File: src/rtl/ahbl_sram_slave.sv
`default_nettype none
// ============================================================================
// Module      : ahbl_sram_slave
// Description : AHB-Lite responder in front of a single-port synchronous SRAM
//               macro with byte write enables and registered read data.
//               Aligned transfers complete with zero wait states. Write data
//               (AHB data phase) lands in a one-entry write buffer. The buffer
//               is committed to the SRAM in the next cycle that is not a read
//               address phase, so reads never contend with writes for the
//               port. Reads that hit the buffered word get the buffered bytes
//               merged in. Illegal or misaligned transfers receive a two-cycle
//               ERROR response and never reach the SRAM.
// Ports       : HCLK, HRESET             clock, synchronous active-high reset
//               HSEL, HADDR, HTRANS,
//               HWRITE, HSIZE, HWDATA,
//               HREADY                   AHB-Lite slave inputs
//               HREADYOUT, HRESP, HRDATA AHB-Lite slave outputs
//               SRAMRDATA                SRAM read data (one cycle after read)
//               SRAMCS, SRAMWEN,
//               SRAMADDR, SRAMWDATA      SRAM control / address / write data
// Revision    : 1.0 - initial release
// ============================================================================
module ahbl_sram_slave #(
    parameter int AW = 15
) (
    input  logic          HCLK,
    input  logic          HRESET,
    input  logic          HSEL,
    input  logic [31:0]   HADDR,
    input  logic [1:0]    HTRANS,
    input  logic          HWRITE,
    input  logic [2:0]    HSIZE,
    input  logic [31:0]   HWDATA,
    input  logic          HREADY,
    output logic          HREADYOUT,
    output logic          HRESP,
    output logic [31:0]   HRDATA,
    input  logic [31:0]   SRAMRDATA,
    output logic [3:0]    SRAMWEN,
    output logic [31:0]   SRAMWDATA,
    output logic          SRAMCS,
    output logic [AW-1:0] SRAMADDR
);

    typedef enum logic [1:0] {
        ST_OKAY = 2'd0,
        ST_ERR1 = 2'd1,
        ST_ERR2 = 2'd2
    } state_t;

    state_t        r_state;
    logic          r_hreadyout;
    logic          r_hresp;

    logic          r_rd_pend;
    logic [AW-1:0] r_rd_addr;
    logic          r_wr_pend;
    logic [AW-1:0] r_wr_addr;
    logic [3:0]    r_wr_lanes;

    logic          r_buf_valid;
    logic [AW-1:0] r_buf_addr;
    logic [3:0]    r_buf_lanes;
    logic [31:0]   r_buf_data;

    logic          w_valid;
    logic          w_illegal;
    logic          w_err_req;
    logic          w_legal_rd;
    logic          w_legal_wr;
    logic          w_commit;
    logic          w_fwd_hit;
    logic [3:0]    w_lanes;
    logic [AW-1:0] w_word_addr;
    logic          w_unused;

    // Address bits above the SRAM window alias; HTRANS[0] only separates
    // NONSEQ from SEQ, which this slave treats identically.
    assign w_unused    = ^{HADDR[31:AW+2], HTRANS[0]};

    assign w_valid     = HSEL & HREADY & HTRANS[1];
    assign w_illegal   = (HSIZE > 3'd2)
                       | ((HSIZE == 3'd1) & HADDR[0])
                       | ((HSIZE == 3'd2) & (HADDR[1:0] != 2'b00));
    assign w_err_req   = w_valid & w_illegal;
    assign w_word_addr = HADDR[AW+1:2];

    // Reset also blocks SRAM activity in the reset cycle itself, so a
    // buffered write can never slip out while reset is asserted.
    assign w_legal_rd  = w_valid & ~w_illegal & ~HWRITE & ~HRESET;
    assign w_legal_wr  = w_valid & ~w_illegal &  HWRITE & ~HRESET;

    // The buffer drains in any cycle the port is not claimed by a read.
    assign w_commit    = r_buf_valid & ~w_legal_rd & ~HRESET;

    always_comb begin
        w_lanes = 4'b1111;
        case (HSIZE)
            3'd0:    w_lanes = 4'b0001 << HADDR[1:0];
            3'd1:    w_lanes = HADDR[1] ? 4'b1100 : 4'b0011;
            default: w_lanes = 4'b1111;
        endcase
    end

    // SRAM port: the read address phase has priority over the commit.
    assign SRAMCS    = w_legal_rd | w_commit;
    assign SRAMWEN   = w_commit ? r_buf_lanes : 4'b0000;
    assign SRAMADDR  = w_legal_rd ? w_word_addr : r_buf_addr;
    assign SRAMWDATA = r_buf_data;

    // Read data phase: buffered bytes override the (possibly stale) SRAM
    // bytes when the buffer holds the word being read.
    assign w_fwd_hit = r_buf_valid & (r_buf_addr == r_rd_addr);

    always_comb begin
        HRDATA = 32'h0;
        if (r_rd_pend) begin
            for (int i = 0; i < 4; i++) begin
                HRDATA[8*i +: 8] = (w_fwd_hit && r_buf_lanes[i])
                                 ? r_buf_data[8*i +: 8]
                                 : SRAMRDATA[8*i +: 8];
            end
        end
    end

    assign HREADYOUT = r_hreadyout;
    assign HRESP     = r_hresp;

    // Control state and the ERROR-response FSM.
    always_ff @(posedge HCLK) begin
        if (HRESET) begin
            r_state     <= ST_OKAY;
            r_hreadyout <= 1'b1;
            r_hresp     <= 1'b0;
            r_rd_pend   <= 1'b0;
            r_wr_pend   <= 1'b0;
            r_buf_valid <= 1'b0;
        end else begin
            r_rd_pend <= w_legal_rd;
            r_wr_pend <= w_legal_wr;

            // A refill in the same cycle as a commit keeps the buffer full.
            if (r_wr_pend) begin
                r_buf_valid <= 1'b1;
            end else if (w_commit) begin
                r_buf_valid <= 1'b0;
            end

            case (r_state)
                ST_OKAY: begin
                    if (w_err_req) begin
                        r_state     <= ST_ERR1;
                        r_hreadyout <= 1'b0;
                        r_hresp     <= 1'b1;
                    end else begin
                        r_hreadyout <= 1'b1;
                        r_hresp     <= 1'b0;
                    end
                end
                ST_ERR1: begin
                    r_state     <= ST_ERR2;
                    r_hreadyout <= 1'b1;
                    r_hresp     <= 1'b1;
                end
                ST_ERR2: begin
                    if (w_err_req) begin
                        r_state     <= ST_ERR1;
                        r_hreadyout <= 1'b0;
                        r_hresp     <= 1'b1;
                    end else begin
                        r_state     <= ST_OKAY;
                        r_hreadyout <= 1'b1;
                        r_hresp     <= 1'b0;
                    end
                end
                default: begin
                    r_state     <= ST_OKAY;
                    r_hreadyout <= 1'b1;
                    r_hresp     <= 1'b0;
                end
            endcase
        end
    end

    // Address/data capture; these are qualified by the pending/valid flags
    // above and need no reset.
    always_ff @(posedge HCLK) begin
        if (w_legal_rd) begin
            r_rd_addr <= w_word_addr;
        end
        if (w_legal_wr) begin
            r_wr_addr  <= w_word_addr;
            r_wr_lanes <= w_lanes;
        end
        if (r_wr_pend) begin
            r_buf_addr  <= r_wr_addr;
            r_buf_lanes <= r_wr_lanes;
            for (int i = 0; i < 4; i++) begin
                if (r_wr_lanes[i]) begin
                    r_buf_data[8*i +: 8] <= HWDATA[8*i +: 8];
                end
            end
        end
    end

endmodule
`default_nettype wire

File: config.mk
export PLATFORM = sky130hd
export DESIGN_NAME = ahbl_sram_slave
export DESIGN_NICKNAME = d
export VERILOG_FILES = /design/src/rtl/ahbl_sram_slave.sv
export SDC_FILE = /design/constraint.sdc
export NUM_CORES = 1
export LEC_CHECK = 0
export CORE_UTILIZATION = 30
export DETAILED_ROUTE_END_ITERATION = 10
export PLACE_DENSITY = 0.62
export SETUP_SLACK_MARGIN = 0.5
export SYNTH_ARGS = -nofsm -noshare
export SYNTH_HDL_FRONTEND = slang
export SYNTH_SLANG_ARGS = --single-unit
File: constraint.sdc
create_clock -name HCLK -period 5 [get_ports HCLK]
set_input_delay 0.75 -clock HCLK [delete_from_list [all_inputs] [get_ports HCLK]]
set_output_delay 0.75 -clock HCLK [all_outputs]
set_load 0.005 [all_outputs]
======== After elaboration in Yosys (flattened, before gate mapping) ========
Index checks and enable logic that the tools add are counted.
operators by class
  order comparisons ....................... 1
  eq/ne operators ......................... 6
  shift-type cells ........................ 1
  multiplexer cells ....................... 17
  bitwise logic cells ..................... 21
  reduce and logical (&&, ||, !) cells .... 14
operators by type and width
  operator                                                        count
  two-way mux 32 bit                                              1
  two-way mux 8 bit                                               4
  == test 15 bit                                                  1
  two-way mux 15 bit                                              1
  AND 1 bit                                                       13
  two-way mux 4 bit                                               2
  one-hot mux 4 bit (2 select lines)                              1
  AND reduction 2 bit                                             4
  one-hot mux 2 bit (3 select lines)                              1
  two-way mux 1 bit                                               5
  NOT 1 bit                                                       5
  logical AND 1 bit                                               4
  nonzero test 2 bit                                              2
  OR reduction 2 bit                                              2
  << shifter 1 x 2 -> 4 bit (first input constant)                1
  == test 3 x 1 -> 1 bit (second input constant)                  1
  == test 3 x 2 -> 1 bit (second input constant)                  1
  greater-than comparator 3 x 2 -> 1 bit (second input constant)  1
  zero test 3 bit                                                 1
  OR 1 bit                                                        3
  == test 2 x 1 -> 1 bit (second input constant)                  1
  == test 2 bit (second input constant)                           1
  zero test 2 bit                                                 1
  two-way mux 2 bit                                               1
  other kinds (2)                                                 2
word-level totals
  flip-flop bits (word level) ............. 92
  output and inout bits ................... 86
  word-level logic and storage cells ...... 75

======== Depth between registers and ports, before layout ========
Gate-level depths: netlist of the first run.
  word-level depth ........................ 13
  gate-level depth with buffers ........... 6
  mapped depth without buffers ............ 4

======== Least setup slack after synthesis of the first run ========
OpenSTA, ideal clock, no wires.
  path kind ............................... input port to flip-flop
  from .................................... in HSIZE[0]
  to ...................................... reg r_wr_addr[0] (enable)
  library setup time ...................... 499 ps
  arrival time ............................ 4354 ps
  required time ........................... 4501 ps
  setup slack ............................. 146 ps
  stages on the path ...................... 3
  cell sequence ........................... or3_1 -> buf_2 -> a2111oi_0
between the ends
  longest elaborated chain between the ends .. 8
  elaborated cells between the ends (all ways) .. 11
  classes of those cells .................. 1 x order compare; 2 x eq/ne; 8 x bitwise
RTL lines
  element                                                                         RTL line  RTL
  start: declaration                                                              32        input logic [2:0] HSIZE,
  branches (longest 3 deep; another with greater-than comparator 3 x 2 -> 1 bit)  n/a
  OR 1 bit *                                                                      84        | ((HSIZE == 3'd2) & (HADDR[1:0] != 2'b00));
  NOT 1 bit *                                                                     91        assign w_legal_wr = w_valid & ~w_illegal & HWRITE & ~HRESET;
  AND 1 bit * (3 in a row)                                                        91
  via w_legal_wr                                                                  70        logic w_legal_wr;
  end signal: assignment                                                          192       r_wr_addr <= w_word_addr;
  end: declaration                                                                58        logic [AW-1:0] r_wr_addr;
Mark *: on every way through the listed nets, which the timed path passes.
A chain may end at the register's enable or synchronous reset.

======== Final worst setup path of the first run ========
  from .................................... in HRESET
  to ...................................... out SRAMADDR[4]
between the ends
  longest elaborated chain between the ends .. 3
RTL lines
  element             RTL line  RTL
  start: declaration  27        input logic HRESET,
  NOT 1 bit           90        assign w_legal_rd = w_valid & ~w_illegal & ~HWRITE & ~HRESET;
  AND 1 bit           90
  two-way mux 15 bit  108       assign SRAMADDR = w_legal_rd ? w_word_addr : r_buf_addr;
  end: declaration    42        output logic [AW-1:0] SRAMADDR
Every way passes these cells.

==> impl_metrics.csv, run 1 <==
group,metric,value,unit
placement,io_buffers,175,
placement,dp.cells,620,
synthesis,yosysTopAreaCell,"edfxtp_1",
setup_path,crit_start,"HRESET",
global_routing,grt_pass1_wl,14.8,mm
clock_network,post_cts_resized,0,
cells_and_area,fin_cells,636,
floorplanning,dieArea,13800,um^2
floorplanning,rows,41,
clock_network,post-cts-setup-buffers,0,
global_routing,grt-ovfl-total,0,
power_and_ir_drop,p_switching,0.305,mW
floorplanning,io_pins,192,
cells_and_area,fillers,1136,
floorplanning,core,12800,um^2
sta,post-route-period-util,82.6,%
hold_path,hold_path_end,"r_buf_addr[6]",
sta,clock_skew,0.00582,ns
clock_network,root_buffer,"clkbuf_16",
synthesis,ys_top_cells_by_area,"edfxtp_1 64%, mux2i_1 8.0%, nand2_1 6.6%",
detailed_routing,vias_per_cell,4.39,
sta,maxSlewViolCount,0,
detailed_routing,post-route-drc-count,0,
sta,fin_ws,0.871,ns
run,maxCapViolCount,0,
setup_path,cp_max_fo,33,
setup_path,r2r_end,"SRAMWDATA[16]",
sta,period_needed,4.13,ns
power_and_ir_drop,swShare,17.9,%
setup_path,reg2reg_slack,3.64,ns
setup_path,critPathCaptureType,"output pin",
cells_and_area,final_cell_mix,"175 x clkdlybuf4s50_1, 85 x edfxtp_1, 70 x nand2_1",
synthesis,synth-edff-count,85,
detailed_routing,wl_per_cell,14.9,um
sta,rsz0062_at_grt,"false",
cells_and_area,layout_commonest_cell,"clkdlybuf4s50_1",
placement,pre_cts_slack,0.829,ns
cells_and_area,nNetsFinal,565,
clock_network,clkLatencyLatePin,0.34,ns
placement,post_dp_cell_area,5960,um^2
floorplanning,dieWidth,117,um
synthesis,syn_inst,278,
sta,finalSetupViolCount,0,
floorplanning,initial_core_util,31.2,%
synthesis,synthDominantCellAreaShare,63.8,%
status,status,"complete, no violations",
synthesis,synth-seq-cells,92,
synthesis,synth_cell_types,25,
setup_path,reg2regPathDepth,2,
hold_path,hp-start,"r_wr_addr[6]",
hold_path,hp-class,"reg -> reg",
global_routing,grt_max_degree,65,
sta,hold_viol_final,0,
clock_network,cts_buffers,9,
power_and_ir_drop,p_seq_share,49.4,%
synthesis,syn_area,4000,um^2
setup_path,arrival,3.38,ns
detailed_routing,vias,2794,
power_and_ir_drop,clkPwrFrac,45.0,%
clock_network,clk_pin_slew,0.06,ns
setup_path,path_class,"in -> out",
global_routing,grt_usage,13.9,%
detailed_routing,routed_wirelength,9.49,mm
global_routing,antenna_found_initial,0,
setup_path,worstPathRequired,4.25,ns
detailed_routing,drt_iter0_drc,107,
clock_network,clock-sinks,92,
detailed_routing,dr.pass1.iters,5,
synthesis,ys.warnings.count,0,
cells_and_area,final_layout_size_suffix_gt1_share,9.05,%
floorplanning,die_h,117,um
power_and_ir_drop,internal_power,1.40,mW
synthesis,syn_nets,384,
synthesis,yosys_most_used_dff,"edfxtp_1",
detailed_routing,ant_nets,0,
synthesis,synthArstFlopShare,0,%
hold_path,worstHoldPathCells,0,
sta,relSlewSlack,27.9,%
sta,fmax,242,MHz
power_and_ir_drop,irDropWorstVdd,0.000115,V
cells_and_area,diodes,0,
clock_network,hold_buffers,0,
global_routing,grt_pass1_vias,2726,
placement,dp_hpwl,7.18,mm
sta,tightest_slew,1.08,ns
power_and_ir_drop,leakage,2.02,nW
clock_network,cts_max_path_buffers,2,
synthesis,ys_seq_area_share,67.4,%
clock_network,cts_tree,"yes",
placement,place_congestion,0.815,
setup_path,cp-start-kind,"primary input",
power_and_ir_drop,combPwrFrac,5.6,%
cells_and_area,fin_area,6300,um^2
power_and_ir_drop,p_per_area,271,nW/um^2
sta,tns,0,ns
cells_and_area,area_growth,57.7,%
clock_network,htree_levels,3,
setup_path,r2r-start,"r_wr_pend",
synthesis,avgSynthCellArea,14.4,um^2
## logic make-up (layout without fill, tap and decap cells)
| group | count (synthesis) | after routing | share of synthesized area (%) |
|---|---|---|---|
| XOR/XNOR | 15 | 15 | 3.29 |
| flip-flops | 92 | 92 | 67.4 |
| AND/OR/NAND/NOR | 100 | 100 | 12.8 |
| AO/OA/AOI/OAI | 11 | 11 | 2.29 |
| multiplexers | 47 | 47 | 12.8 |
| buffers and inverters | 13 | 199 | 1.44 |
## critical path, stage by stage
cell	delay [ns]
clkdlybuf4s50_1	0.50
nand4b_1	0.41
a2111oi_4	0.40
buf_4	0.46
mux2_2	0.40
clkdlybuf4s50_1	0.45
## cells in the mapped netlist, types with 3 or more instances
library cell / number
dfxtp_1: 7
inv_1: 4
and2_1: 8
xnor2_1: 15
mux2_4: 6
o21ai_0: 4
mux2i_1: 32
mux2_2: 9
nor4_4: 4
clkbuf_1: 7
nand4b_1: 5
edfxtp_1: 85
a2111oi_0: 3
nand2_1: 70
nor2_1: 4
nand4_1: 3
## state kept, by name, indices dropped and copies added, names as in the netlist
signal       cells
r_buf_lanes      4
r_buf_addr      15
HRESP            1
SRAMWDATA       32
r_buf_valid      1
HREADYOUT        1
r_rd_addr       15
r_wr_lanes       4
r_wr_pend        1
r_rd_pend        1
r_wr_addr       15
r_state          2
## per-stage QoR
stage	utilization, %	power (mW)	hold slack, ns
finish	49.1	1.71	0.419
global placement	46.5	0.952	0.400
floorplan	-	0.871	0.400
CTS	49.1	1.73	0.420
detailed placement	46.5	0.955	0.405
global route	49.1	1.77	0.429
## power by group through the flow
stage | clock, mW | sequential [mW] | combinational [mW]
floorplan | 0 | 0.859 | 0.0119
global placement | 0 | 0.860 | 0.0927
detailed placement | 0 | 0.860 | 0.0949
CTS | 0.790 | 0.843 | 0.0958
global route | 0.822 | 0.843 | 0.101
finish | 0.767 | 0.843 | 0.0950
## final cells by class
class                   instances  area (um^2)  share of cell area [%]
flip-flops and latches         92         2690                    42.7
repair buffers                179         1780                    28.3
multi-input cells             173         1250                    19.9
clock buffers                  10          229                    3.63
well taps                     172          215                    3.41
clock inverters                 6          114                    1.81
inverters                       4         15.0                   0.238
## how the worst max path moves through the flow
stage	to	slack, ns	depth (start not counted)
floorplan	r_wr_addr[0]	1.06	3
global placement	SRAMADDR[4]	0.87	6
detailed placement	SRAMADDR[4]	0.83	6
CTS	SRAMADDR[4]	0.82	6
global route	SRAMADDR[4]	0.74	6
finish	SRAMADDR[4]	0.87	6
## routing by layer
metal	vias to the layer above	part of all wire [%]	global-route usage [%]	routed length [um]
met5	-	0	0	0
met4	0	1.5	5.84	143
met3	9	7.1	3.94	675
met2	117	48	23.0	4580
met1	1297	43	16.8	4090
li1	1371	-	-	-
Note: power is estimated with default switching activity, not from simulation.
==> run 2: changes to the inputs <==
==> constraint.sdc (replaced) <==
create_clock -name HCLK -period 3.5 [get_ports HCLK]
set_input_delay 0.525 -clock HCLK [delete_from_list [all_inputs] [get_ports HCLK]]
set_output_delay 0.525 -clock HCLK [all_outputs]
set_load 0.005 [all_outputs]
==> run 2 against run 1 <==
Effect of this change:
- die area unchanged
- cell count up 7.1%
- count of clock-buffer cells in the layout unchanged
- hold slack better by 0.0017 ns
- global-route usage up 0.70 points
- wire length up 9.7%
- critical path type is now reg -> out
- critical endpoint is now HRDATA[25]
==> impl_metrics.csv, run 2 (synthesis gave the netlist of run 1 again) <==
group,metric,value,unit
detailed_routing,ant_nets,0,
floorplanning,die_h,117,um
global_routing,grt_max_degree,30,
global_routing,grt_usage,14.6,%
global_routing,antenna_found_initial,0,
detailed_routing,wl_per_cell,15.3,um
cells_and_area,nNetsFinal,610,
setup_path,arrival,2.44,ns
sta,maxSlewViolCount,0,
clock_network,hold_buffers,0,
sta,period_needed,2.97,ns
detailed_routing,vias_per_cell,4.47,
detailed_routing,vias,3042,
cells_and_area,fillers,1120,
cells_and_area,layout_commonest_cell,"clkdlybuf4s50_1",
sta,finalSetupViolCount,0,
clock_network,htree_levels,3,
cells_and_area,final_layout_size_suffix_gt1_share,20.2,%
cells_and_area,area_growth,68.3,%
setup_path,cp-start-kind,"flip-flop",
sta,hold_viol_final,0,
power_and_ir_drop,p_per_area,342,nW/um^2
detailed_routing,drt_iter0_drc,107,
clock_network,root_buffer,"clkbuf_16",
global_routing,grt_pass1_wl,15.3,mm
clock_network,cts_tree,"yes",
clock_network,clk_pin_slew,0.07,ns
floorplanning,core,12800,um^2
sta,fmax,337,MHz
placement,io_buffers,175,
cells_and_area,diodes,0,
global_routing,grt-ovfl-total,0,
setup_path,path_class,"reg -> out",
setup_path,crit_start,"r_rd_addr[3]",
sta,post-route-period-util,84.8,%
cells_and_area,final_cell_mix,"121 x clkdlybuf4s50_1, 85 x edfxtp_1, 70 x nand2_1",
detailed_routing,post-route-drc-count,0,
cells_and_area,fin_cells,681,
sta,clock_skew,0.00825,ns
setup_path,r2r-start,"r_wr_pend",
power_and_ir_drop,leakage,2.74,nW
sta,tightest_slew,0.612,ns
clock_network,cts_buffers,9,
power_and_ir_drop,irDropWorstVdd,0.000214,V
cells_and_area,final_util,52.5,%
status,status,"complete, no violations",
floorplanning,dieArea,13800,um^2
sta,tns,0,ns
clock_network,clock-sinks,92,
floorplanning,io_pins,192,
detailed_routing,dr.pass1.iters,4,
placement,dp.cells,627,
placement,dp_hpwl,7.26,mm
cells_and_area,largest_register_ffs,32,
run,maxCapViolCount,0,
setup_path,worstPathRequired,2.97,ns
floorplanning,initial_core_util,31.2,%
setup_path,critPathCaptureType,"output pin",
floorplanning,rows,41,
placement,place_congestion,0.804,
global_routing,grt_pass1_vias,2984,
floorplanning,dieWidth,117,um
clock_network,clkLatencyLatePin,0.34,ns
setup_path,cp_max_fo,7,
sta,rsz0062_at_grt,"true",
detailed_routing,routed_wirelength,10.4,mm
hold_path,hp-class,"reg -> reg",
sta,relSlewSlack,59.2,%
clock_network,cts_max_path_buffers,2,
hold_path,hp-start,"r_wr_addr[7]",
[run 2: cell count changes in the layout (fill, tap and decap cells not counted), sizes merged, moves of 2 or more]
cell and delta:
buf +49, clkdlybuf4s50 -54, clkbuf +3, bufinv -2
dlygate4sd2 +26, dlymetal6s2s +20
[run 2: final cells by class]
class	count	area [um^2]	share of cell area [%]
Tap cell	172	215	3.20
Clock buffer	10	229	3.40
Sequential cell	92	2690	40.0
Multi-Input combinational cell	173	1330	19.7
Clock inverter	6	62.6	0.930
Inverter	4	15.0	0.223
Timing Repair Buffer	224	2180	32.5
[run 2: worst paths after layout]
check                        to  cells after the start  slack (ns)
setup / recovery     HRDATA[25]                      7        0.53
hold / removal    r_buf_addr[7]                      0        0.42
setup reg to reg  SRAMWDATA[30]                      2        1.72
hold reg to reg   r_buf_addr[7]                      0        0.42
[run 2: report_power, final]
| part | switching [mW] | total, mW | internal [mW] |
|---|---|---|---|
| registers | 0.00341 | 1.20 | 1.20 |
| logic | 0.0387 | 0.140 | 0.101 |
| clock network | 0.402 | 0.954 | 0.552 |
[run 2: routing by layer]
layer | vias up | part of all wire (%) | GRT usage [%] | wire length, um
li1 | 1464 | - | - | -
met1 | 1446 | 40 | 16.2 | 4180
met2 | 126 | 52 | 26.4 | 5410
met3 | 6 | 6.9 | 4.38 | 723
met4 | 0 | 0.98 | 4.71 | 102
met5 | - | 0 | 0 | 0
[run 2: stage by stage]
step	cell area, um^2	worst slack, ns	hold WS [ns]	power, mW
after floorplan	4000	0.751	0.400	1.25
after global placement	6040	0.0574	0.401	1.36
after detailed placement	6040	0.0481	0.405	1.37
after CTS	6510	0.503	0.420	2.32
after global routing	6730	0.459	0.428	2.38
final	6730	0.534	0.421	2.30
[run 2: what timing repair did]
item / CTS / global route
gates resized for setup: 64 / 30
buffers inserted: 16 / 20
endpoints found under the hold margin: 0 / 0
gates cloned: 2 / 0
pin swaps: 7 / 3
setup endpoints to repair: 52 / 44
[run 2: critical path, stage by stage (launching register included)]
cell and delay (ns):
edfxtp_1 0.42, xnor2_2 0.19, nand4_1 0.12, buf_6 0.17, nor4_4 0.28, buf_6 0.17, mux2i_1 0.20, clkdlybuf4s50_1 0.54
==> run 3: changes to the inputs <==
--- a/config.mk
+++ b/config.mk
@@ -7,7 +7,7 @@
 export LEC_CHECK = 0
 export CORE_UTILIZATION = 30
 export DETAILED_ROUTE_END_ITERATION = 10
-export PLACE_DENSITY = 0.62
+export PLACE_DENSITY = 0.6
 export SETUP_SLACK_MARGIN = 0.5
 export SYNTH_ARGS = -nofsm -noshare
 export SYNTH_HDL_FRONTEND = slang
==> constraint.sdc (replaced) <==
create_clock -name HCLK -period 3.1 [get_ports HCLK]
set_input_delay 0.465 -clock HCLK [delete_from_list [all_inputs] [get_ports HCLK]]
set_output_delay 0.465 -clock HCLK [all_outputs]
set_load 0.005 [all_outputs]
==> run 3 against run 2 <==
Effect of this change:
- count of clock-buffer cells in the layout shrank 1
- register-to-register slack got worse by 0.08 ns
- cell count grew 7.2%
- hold slack got worse by 0.0014 ns
- utilization is 3.0 points higher
- via count increased by 5.8%
- combinational power rose by 22%
- non-clock buffer count up 49
- global-route usage increased by 1.1 points
- critical path type unchanged
- critical endpoint is now HRDATA[6]
- largest cell class unchanged
- largest power group unchanged
==> impl_metrics.csv, run 3 (synthesis gave the netlist of run 1 again) <==
group,metric,value,unit
floorplanning,rows,41,
power_and_ir_drop,p_per_area,372,nW/um^2
global_routing,grt_max_degree,37,
clock_network,clkLatencyLatePin,0.34,ns
cells_and_area,fillers,1080,
cells_and_area,largest_register_ffs,32,
detailed_routing,vias,3218,
power_and_ir_drop,leakage,2.74,nW
global_routing,grt_usage,15.7,%
detailed_routing,ant_nets,0,
floorplanning,die_h,117,um
global_routing,grt_pass1_wl,16.6,mm
placement,dp_hpwl,7.43,mm
setup_path,critPathCaptureType,"output pin",
clock_network,cts_max_path_buffers,2,
clock_network,clock-sinks,92,
detailed_routing,wl_per_cell,15.0,um
sta,hold_viol_final,0,
sta,period_needed,2.78,ns
hold_path,hp-class,"reg -> reg",
global_routing,grt_pass1_vias,3167,
detailed_routing,post-route-drc-count,0,
setup_path,arrival,2.32,ns
cells_and_area,diodes,0,
cells_and_area,area_growth,78.0,%
placement,io_buffers,175,
floorplanning,core,12800,um^2
cells_and_area,final_layout_size_suffix_gt1_share,34.9,%
sta,relSlewSlack,57.8,%
floorplanning,dieArea,13800,um^2
clock_network,clk_pin_slew,0.07,ns
cells_and_area,multiInputGateArea,1360,um^2
detailed_routing,drt_iter0_drc,106,
sta,clock_skew,0.00988,ns
clock_network,cts_buffers,9,
setup_path,cp-start-kind,"flip-flop",
sta,tightest_slew,0.633,ns
detailed_routing,routed_wirelength,10.9,mm
detailed_routing,dr.pass1.iters,4,
cells_and_area,regArea,2690,um^2
floorplanning,io_pins,192,
clock_network,htree_levels,3,
setup_path,cp_max_fo,4,
setup_path,path_class,"reg -> out",
sta,tns,0,ns
global_routing,antenna_found_initial,0,
global_routing,grt-ovfl-total,0,
cells_and_area,nNetsFinal,659,
status,status,"complete, no violations",
sta,finalSetupViolCount,0,
floorplanning,dieWidth,117,um
cells_and_area,final_cell_mix,"114 x clkdlybuf4s50_1, 85 x edfxtp_1, 70 x nand2_1",
power_and_ir_drop,irDropWorstVdd,0.000230,V
clock_network,cts_tree,"yes",
placement,place_congestion,0.810,
cells_and_area,layout_commonest_cell,"clkdlybuf4s50_1",
sta,rsz0062_at_grt,"true",
detailed_routing,vias_per_cell,4.41,
floorplanning,initial_core_util,31.2,%
run,maxCapViolCount,0,
clock_network,root_buffer,"clkbuf_16",
sta,fmax,359,MHz
setup_path,worstPathRequired,2.63,ns
sta,maxSlewViolCount,0,
sta,holdWs,0.419,ns
sta,post-route-period-util,89.8,%
run 3: stage by stage:
step | setup WS, ns | instance area [um^2] | utilization, % | total power, mW | cells
2_1_floorplan | 0.473 | 4020 | - | 1.41 | 278
3_3_place_gp | -0.0838 | 6140 | 47.9 | 1.55 | 641
3_5_place_dp | -0.135 | 6140 | 47.9 | 1.55 | 641
4_1_cts | 0.269 | 6910 | 53.9 | 2.67 | 716
5_1_grt | 0.191 | 7110 | 55.5 | 2.73 | 730
6_report | 0.317 | 7110 | 55.5 | 2.64 | 730
run 3: timing repair:
action                                  in CTS  in global routing
hold buffers                                 0                  0
endpoints found under the setup margin      52                 51
setup buffers                               58                 14
gates cloned                                 1                  0
pin swaps                                    7                  6
resized for setup                          228                 54
run 3: layout make-up:
class	instances	share of cell area (%)
Clock inverter	7	1.16
Inverter	4	0.211
Timing Repair Buffer	273	35.5
Tap cell	172	3.02
Clock buffer	9	3.17
Sequential cell	92	37.9
Multi-Input combinational cell	173	19.1
run 3: path summary, 6_finish.rpt:
check                   endpoint  slack, ns  cells past startpoint          start
hold / removal    r_buf_addr[12]       0.42                      0  r_wr_addr[12]
hold reg to reg   r_buf_addr[12]       0.42                      0  r_wr_addr[12]
setup reg to reg   SRAMWDATA[26]       1.64                      1      r_wr_pend
setup / recovery       HRDATA[6]       0.32                     12   r_rd_addr[9]
run 3: power by group:
part	internal, mW	switching [mW]
clock network	0.639	0.474
registers	1.36	0.00378
logic	0.124	0.0474
run 3: critical path, stage by stage, from the launching register on:
cell	delay, ns
edfxtp_1	0.41
xnor2_2	0.18
nand4_1	0.15
buf_6	0.17
buf_4	0.13
nor4_4	0.13
buf_6	0.15
buf_6	0.09
buf_6	0.08
buf_6	0.09
buf_6	0.08
mux2i_1	0.16
buf_2	0.14
run 3: metal layers:
layer | vias to the layer above | track usage, % | part of all wire (%)
li1 | 1562 | - | -
met1 | 1529 | 18.6 | 42
met2 | 118 | 27.6 | 51
met3 | 9 | 3.84 | 5.8
met4 | 0 | 5.28 | 1.2
met5 | - | 0 | 0
